## src/rtl/imem_loader.sv

```systemverilog
// Boot-time instruction memory writer: assembles a little-endian byte stream into
// 32-bit word writes from BASE_ADDR and holds the core in reset until the image is written.
// Optional build macro IMEM_LOADER_CHECKSUM_EN adds a trailing mod-256 checksum byte.
module imem_loader #(
  parameter int unsigned            ADDR_WIDTH  = 32,
  parameter int unsigned            DATA_WIDTH  = 8,
  parameter logic [ADDR_WIDTH-1:0]  BASE_ADDR   = 32'hBFC00000,
  parameter int unsigned            DEPTH_BYTES = 4096
) (
  input  logic                      clk_i,
  input  logic                      rst_i,
  input  logic                      start_i,
  input  logic [ADDR_WIDTH-1:0]     len_i,
  input  logic [DATA_WIDTH-1:0]     byte_i,
  input  logic                      byte_valid_i,
  output logic                      byte_ready_o,
  output logic                      we_o,
  output logic [ADDR_WIDTH-1:0]     WA_o,
  output logic [4*DATA_WIDTH-1:0]   WD_o,
  output logic                      busy_o,
  output logic                      done_o,
  output logic                      err_o,
  output logic                      cpu_rst_o,
  output logic [2:0]                state_o
);

  localparam logic [ADDR_WIDTH-1:0] MAX_WORDS = ADDR_WIDTH'(DEPTH_BYTES / 4);

  typedef enum logic [2:0] {
    S_IDLE  = 3'd0,
    S_LOAD  = 3'd1,
    S_FLUSH = 3'd2,
`ifdef IMEM_LOADER_CHECKSUM_EN
    S_CHECK = 3'd3,
`endif
    S_DONE  = 3'd4
  } state_t;

  // Handshake: a byte moves on any rising edge where byte_valid_i && byte_ready_o;
  // byte_ready_o depends only on state, so it never combinationally follows byte_valid_i.

  state_t                    r_state;
  state_t                    w_next;
  logic [ADDR_WIDTH-1:0]     r_len;
  logic [ADDR_WIDTH-1:0]     r_word_idx;
  logic [1:0]                r_byte_idx;
  logic [3*DATA_WIDTH-1:0]   r_word;
  logic                      r_we;
  logic [ADDR_WIDTH-1:0]     r_wa;
  logic [4*DATA_WIDTH-1:0]   r_wd;
  logic                      r_err;
`ifdef IMEM_LOADER_CHECKSUM_EN
  logic [7:0]                r_sum;
`endif

  logic w_ready;
  logic w_xfer;
  logic w_last;
  logic w_start;

  assign w_ready = (r_state == S_LOAD)
`ifdef IMEM_LOADER_CHECKSUM_EN
                 || (r_state == S_CHECK)
`endif
                 ;
  assign w_xfer  = byte_valid_i && w_ready;
  assign w_start = start_i && ((r_state == S_IDLE) || (r_state == S_DONE));
  assign w_last  = (r_byte_idx == 2'd3) && (r_word_idx == (r_len - ADDR_WIDTH'(1)));

  always_ff @(posedge clk_i or posedge rst_i) begin
    if (rst_i) r_state <= S_IDLE;
    else       r_state <= w_next;
  end

  always_comb begin
    w_next = r_state;
    case (r_state)
      S_IDLE, S_DONE: begin
        if (start_i) begin
          if ((len_i == '0) || (len_i > MAX_WORDS)) w_next = S_DONE;
          else                                      w_next = S_LOAD;
        end
      end
      S_LOAD:  if (w_xfer && w_last) w_next = S_FLUSH;
`ifdef IMEM_LOADER_CHECKSUM_EN
      S_FLUSH: w_next = S_CHECK;
      S_CHECK: if (w_xfer) w_next = S_DONE;
`else
      S_FLUSH: w_next = S_DONE;
`endif
      default: w_next = S_IDLE;
    endcase
  end

  always_ff @(posedge clk_i or posedge rst_i) begin
    if (rst_i) begin
      r_len      <= '0;
      r_word_idx <= '0;
      r_byte_idx <= '0;
      r_word     <= '0;
      r_we       <= 1'b0;
      r_wa       <= '0;
      r_wd       <= '0;
      r_err      <= 1'b0;
`ifdef IMEM_LOADER_CHECKSUM_EN
      r_sum      <= '0;
`endif
    end else begin
      r_we <= 1'b0;
      if (w_start) begin
        r_len      <= len_i;
        r_err      <= (len_i > MAX_WORDS);
        r_word_idx <= '0;
        r_byte_idx <= '0;
`ifdef IMEM_LOADER_CHECKSUM_EN
        r_sum      <= '0;
`endif
      end else if (w_xfer && (r_state == S_LOAD)) begin
        r_byte_idx <= r_byte_idx + 2'd1;
`ifdef IMEM_LOADER_CHECKSUM_EN
        r_sum      <= r_sum + 8'(byte_i);
`endif
        case (r_byte_idx)
          2'd0: r_word[DATA_WIDTH-1:0]              <= byte_i;
          2'd1: r_word[2*DATA_WIDTH-1:DATA_WIDTH]   <= byte_i;
          2'd2: r_word[3*DATA_WIDTH-1:2*DATA_WIDTH] <= byte_i;
          default: begin
            // Fourth byte bypasses the assembly register straight into the write data.
            r_wd       <= {byte_i, r_word};
            r_wa       <= BASE_ADDR + {r_word_idx[ADDR_WIDTH-3:0], 2'b00};
            r_we       <= 1'b1;
            r_word_idx <= r_word_idx + ADDR_WIDTH'(1);
          end
        endcase
      end
`ifdef IMEM_LOADER_CHECKSUM_EN
      else if (w_xfer) begin
        r_err <= (8'(byte_i) != r_sum);
      end
`endif
    end
  end

  assign byte_ready_o = w_ready;
  assign we_o         = r_we;
  assign WA_o         = r_wa;
  assign WD_o         = r_wd;
  assign busy_o       = (r_state != S_IDLE) && (r_state != S_DONE);
  assign done_o       = (r_state == S_DONE);
  assign err_o        = r_err;
  assign cpu_rst_o    = !((r_state == S_DONE) && !r_err);
  assign state_o      = r_state;

endmodule
```

## config.mk

```make
export PLATFORM = sky130hd
export DESIGN_NAME = imem_loader
export DESIGN_NICKNAME = d
export VERILOG_FILES = /design/src/rtl/imem_loader.sv
export SDC_FILE = /design/constraint.sdc
export NUM_CORES = 1
export LEC_CHECK = 0
export CORE_MARGIN = 4
export CORE_UTILIZATION = 54
export CTS_CLUSTER_DIAMETER = 50
export DETAILED_ROUTE_END_ITERATION = 10
export GPL_TIMING_DRIVEN = 0
export PLACE_DENSITY = 0.8
export SLEW_MARGIN = 20
export SYNTH_ARGS = -nofsm -noshare
export SYNTH_HDL_FRONTEND = slang
export SYNTH_SLANG_ARGS = --single-unit
```

## constraint.sdc

```tcl
create_clock -name clk_i -period 5.9 [get_ports clk_i]
set_input_delay 0.59 -clock clk_i [delete_from_list [all_inputs] [get_ports clk_i]]
set_output_delay 0.59 -clock clk_i [all_outputs]
set_load 0.02 [all_outputs]
```

Word-level counts from Yosys, hierarchy flattened:

Index checks and enable logic that the tools add are counted.

* flip-flop bits (word level): 159
* input port bits: 44
* output and inout bits: 73
* word-level logic and storage cells: 65

* add/sub/neg operators: 4
* magnitude comparators: 1
* equal/unequal tests: 11
* multiplexer cells: 12
* bitwise logic cells: 2
* reduce and logical (&&, ||, !) cells: 24

Operators with widths (number)
* 2-to-1 mux 32 bit: 3
* adder 32 x 1 -> 32 bit (second input constant): 1
* adder 32 bit (first input constant): 1
* == test 32 bit: 1
* > comparator 32 x 11 -> 1 bit (second input constant): 1
* zero test 32 bit: 1
* subtractor 32 x 1 -> 32 bit (second input constant): 1
* AND reduction 3 bit: 4
* 2-to-1 mux 3 bit: 3
* case mux 3 bit (3 select lines): 1
* logical AND 1 bit: 7
* == test 2 bit (second input constant): 2
* 2-to-1 mux 2 bit: 2
* != test 2 x 1 -> 1 bit (second input constant): 2
* AND reduction 2 bit: 2
* == test 3 x 1 -> 1 bit (second input constant): 1
* == test 3 x 2 -> 1 bit (second input constant): 1
* == test 3 bit (second input constant): 1
* zero test 3 bit: 1
* 2-to-1 mux 1 bit: 3
* != test 3 bit (second input constant): 1
* nonzero test 3 bit: 1
* OR reduction 3 bit: 1
* adder 2 x 1 -> 2 bit (second input constant): 1
* 8 further kinds: 11

Longest topological paths before layout:

* depth in word-level cells: 6
* depth in mapped cells: 11
* gate-level depth less buffers: 10

Worst setup path after synthesis:

OpenSTA, ideal clock, no wires.

* path type: reg2reg
* from: register r_len[0]
* to: register r_state[0], in the netlist state_o[0]
* library setup time: 136 ps
* arrival time: 2679 ps
* path slack: 3085 ps
* stages on the path, launching flop included: 11
* buffers on the path: 0
* path through: dfrtp_1 > inv_1 > ha_1 > or4b_4 > or4_4 > nor4_4 > xnor2_1 > nor4_2 > nand4_1 > nor4_2 > o22ai_1

* word-level cells in the longest chain between the ends: 6

Ends and longest elaborated chain
* start, declared: RTL line 44 `logic [ADDR_WIDTH-1:0] r_len;`
* start signal, assigned: RTL line 111 `r_len <= len_i;`
* subtractor 32 x 1 -> 32 bit: RTL line 68 `assign w_last = (r_byte_idx == 2'd3) && (r_word_idx == (r_len - ADDR_WIDTH'(1)));`
* == test 32 bit: RTL line 68
* logical AND 1 bit: RTL line 68
* logical AND 1 bit: RTL line 84 `S_LOAD: if (w_xfer && w_last) w_next = S_FLUSH;`
* != test 2 x 1 -> 1 bit (no line)
* AND reduction 2 bit (no line)
* end signal, assigned: RTL line 72 `else r_state <= w_next;`
* end, declared: RTL line 42 `state_t r_state;`

No other way between the ends.
A chain may end at the register's enable or synchronous reset.

Worst setup path after layout:

* from: register r_len[11]
* to: register r_state[0], in the netlist state_o[0]

Same word-level chain as after synthesis.

==> flow_summary.json <==
{
  "final_cells": 1180,
  "crit_type": "flop to flop",
  "cp.required_ns": 6.19,
  "power_leakage_nw": 4.50,
  "ant_nets": 0,
  "grt_max_degree": 99,
  "synthCells": 852,
  "cts.clk_slew.worst_paths_ns": 0.06,
  "p_int_mw": 1.89,
  "dp.final_hpwl_um": 13600,
  "clock.fmax_ghz": 0.289,
  "hold_path_class": "flop to flop",
  "placed_cell_area_mm2": 0.00907,
  "power.share.clock": 0.463,
  "powerDensity_mw_per_mm2": 260,
  "cts.repair.resized": 0,
  "min_path_cells": 2,
  "drc": 0,
  "final_cell_mix": "294 x nand2_1, 157 x dfrtp_1, 114 x clkdlybuf4s50_1",
  "gp_congestion": 0.922,
  "grt_pass1_vias": 6396,
  "rrSetupSlack_ns": 2.45,
  "setup_violations": 0,
  "post_cts_buffers": 0,
  "yosys.area.top_type_share": 0.513,
  "setup.worst_path.start": "r_len[11]",
  "cts.sinks": 157,
  "ys_ff_latch": 157,
  "cts_root_buf": "clkbuf_16",
  "skew_ns": 0.0136,
  "path_cells": "nor3_1 > nand4_1 > nor4_1 > mux2i_1 > nor4_2 > nand4_1 > nor4_2 > o22ai_1",
  "grt_pass1_wl_um": 31900,
  "synthFlopType": "dfrtp_1",
  "synth_edf_count": 0,
  "pwr-share-seq": 0.456,
  "reg2reg_depth": 8,
  "fillers": 1056,
  "vias_per_cell": 5.46,
  "slew_headroom": 0.529,
  "ctsHoldBuffers": 0,
  "crit_fanout": 6,
  "synth-async-reset-ratio": 1.00,
  "dr.pass1.iters": 4,
  "critPathLaunchType": "flop",
  "layout.nets": 1040,
  "area_growth_pct": 26.4,
  "rsz0062_at_grt": "no",
  "die_x_um": 127,
  "worst_pin_slew_ns": 0.701,
  "dieArea_mm2": 0.0162,
  "final_common_cell": "nand2_1",
  "ir_drop_uv": 192,
  "fin_crit_sh": 0.586,
  "drive_above_1_share": 0.0740,
  "critPathBufInv": 0,
  "drv_slew": 0,
  "synth_area_leaders": "dfrtp_1 51%, nand2_1 14%, xnor2_1 4.0%",
  "critPathMaxStageDelay_ns": 0.62,
  "rows": 43,
  "first_iter_violations": 471,
  "port_buffers": 114,
  "antenna_found_initial": 0,
  "gr-total-overflow": 0,
  "outcome": "completed",
  "r2r_start": "r_len[11]",
  "clk_latency_ns": 0.44,
  "ioPinCount": 117,
  "fin_ws_ns": 2.45,
  "wl_per_cell_um": 16.1,
  "syn_area_per_cell_um2": 8.99,
  "switchingPower_mw": 0.625,
  "post-route-min-period_ns": 3.45,
  "final_hold_viol_count": 0,
  "via_count": 6443,
  "die_h_um": 127,
  "finalSetupTns_ns": 0,
  "drv_cap": 0,
  "antenna_cells": 0,
  "slowest_stage": "nor3_1",
  "cts_max_level": 4,
  "cts_buffer_depth": 2,
  "cpLargestDelayFamily": "simple AND/OR/NAND/NOR gates",
  "fin_area_mm2": 0.00969,
  "ys_types": 50,
  "hold_start": "r_word[17]",
  "reg2reg_to": "state_o[0]",
  "p_sw_frac": 0.249,
  "cts_made_buffers": 17,
  "synth_area_mm2": 0.00766,
  "core_mm2": 0.0139,
  "routed_wl_um": 19000,
  "yosys.area.top_type": "dfrtp_1",
  "comb_power_share": 0.081,
  "start_util": 0.552,
  "hold_path_end": "WD_o[17]",
  "yosys_warnings": 0,
  "pre_cts_slack_ns": 2.18,
  "arrival_ns": 3.74,
  "cts_tree": "yes",
  "end_kind": "flop",
  "seq_area_frac_synth": 0.513,
  "dpl.cell_count": 1148,
  "grtUsageTotal": 0.246
}
-- worst reg2reg max path: cells and delay by family (launching register included) --
family / cells / cell delay (ns)
flip-flops: 1 / 0.45
multiplexers: 1 / 0.18
AND/OR/NAND/NOR: 6 / 2.52
AO/OA/AOI/OAI: 1 / 0.17
-- power by group through the flow --
stage / clock, mW / combinational, mW / sequential, mW
2_1_floorplan: 0 / 0.125 / 1.16
3_3_place_gp: 0 / 0.195 / 1.16
3_5_place_dp: 0 / 0.202 / 1.17
4_1_cts: 1.17 / 0.204 / 1.15
5_1_grt: 1.22 / 0.225 / 1.15
6_report: 1.16 / 0.203 / 1.15
-- layer usage --
layer	track usage	vias to the layer above	part of all wire
met4	0.0833	0	0.018
met3	0.0452	31	0.059
li1	-	3108	-
met5	0	-	0
met2	0.387	232	0.47
met1	0.348	3072	0.45
-- area by class of cell --
cell class / count / area, um2 / area share
Inverter: 14 / 60.1 / 0.00620
Clock inverter: 13 / 176 / 0.0182
Multi-Input combinational cell: 632 / 3480 / 0.359
Sequential cell: 157 / 3930 / 0.406
Tap cell: 180 / 225 / 0.0232
Buffer: 50 / 205 / 0.0212
Timing Repair Buffer: 115 / 1170 / 0.121
Clock buffer: 19 / 443 / 0.0457
-- flip-flops by register name (all words and copies together), names as in the netlist --
name / cells
r_len: 32
WD_o: 32
r_word_idx: 32
r_byte_idx: 2
err_o: 1
r_word: 24
we_o: 1
state_o: 3
WA_o: 30
-- stage by stage --
step	total power, mW	util	hold slack (ns)
finish	2.51	0.698	0.463
floorplan	1.28	-	0.433
global placement	1.36	0.651	0.438
CTS	2.52	0.698	0.469
detailed placement	1.37	0.653	0.453
global route	2.60	0.698	0.486
-- logic make-up (layout without fill, tap and decap cells) --
family / count (synthesis) / after routing / share of synthesized area
buffers and inverters: 64 / 211 / 0.0336
AOI/OAI and AO/OA: 72 / 72 / 0.0542
and+or+nand+nor: 449 / 449 / 0.261
adders and majority gates: 9 / 9 / 0.0147
xor gates and xnor gates: 68 / 68 / 0.0777
DFF: 157 / 157 / 0.513
other: 1 / 2 / 0.000489
muxes: 32 / 32 / 0.0460
-- cells in the mapped netlist, types with 12 or more instances --
| master | count |
|---|---|
| nand2_1 | 294 |
| dfrtp_1 | 157 |
| nor2_1 | 42 |
| clkbuf_1 | 40 |
| xnor2_1 | 35 |
| xor2_1 | 33 |
| o21ai_0 | 31 |
| mux2_2 | 26 |
| nor3_1 | 20 |
| nor4_1 | 20 |
| nand4_1 | 18 |
| nand3_1 | 17 |
| a21oi_1 | 14 |
| inv_1 | 14 |
| or3_1 | 12 |
-- worst max path at each step --
stage | end | depth (start not counted)
global placement | r_len[19] | 2
global route | state_o[0] | 8
finish | state_o[0] | 8
detailed placement | r_word_idx[30] | 9
CTS | state_o[0] | 8
floorplan | WA_o[10] | 1
No activity file was read; power rests on OpenSTA's default activity.
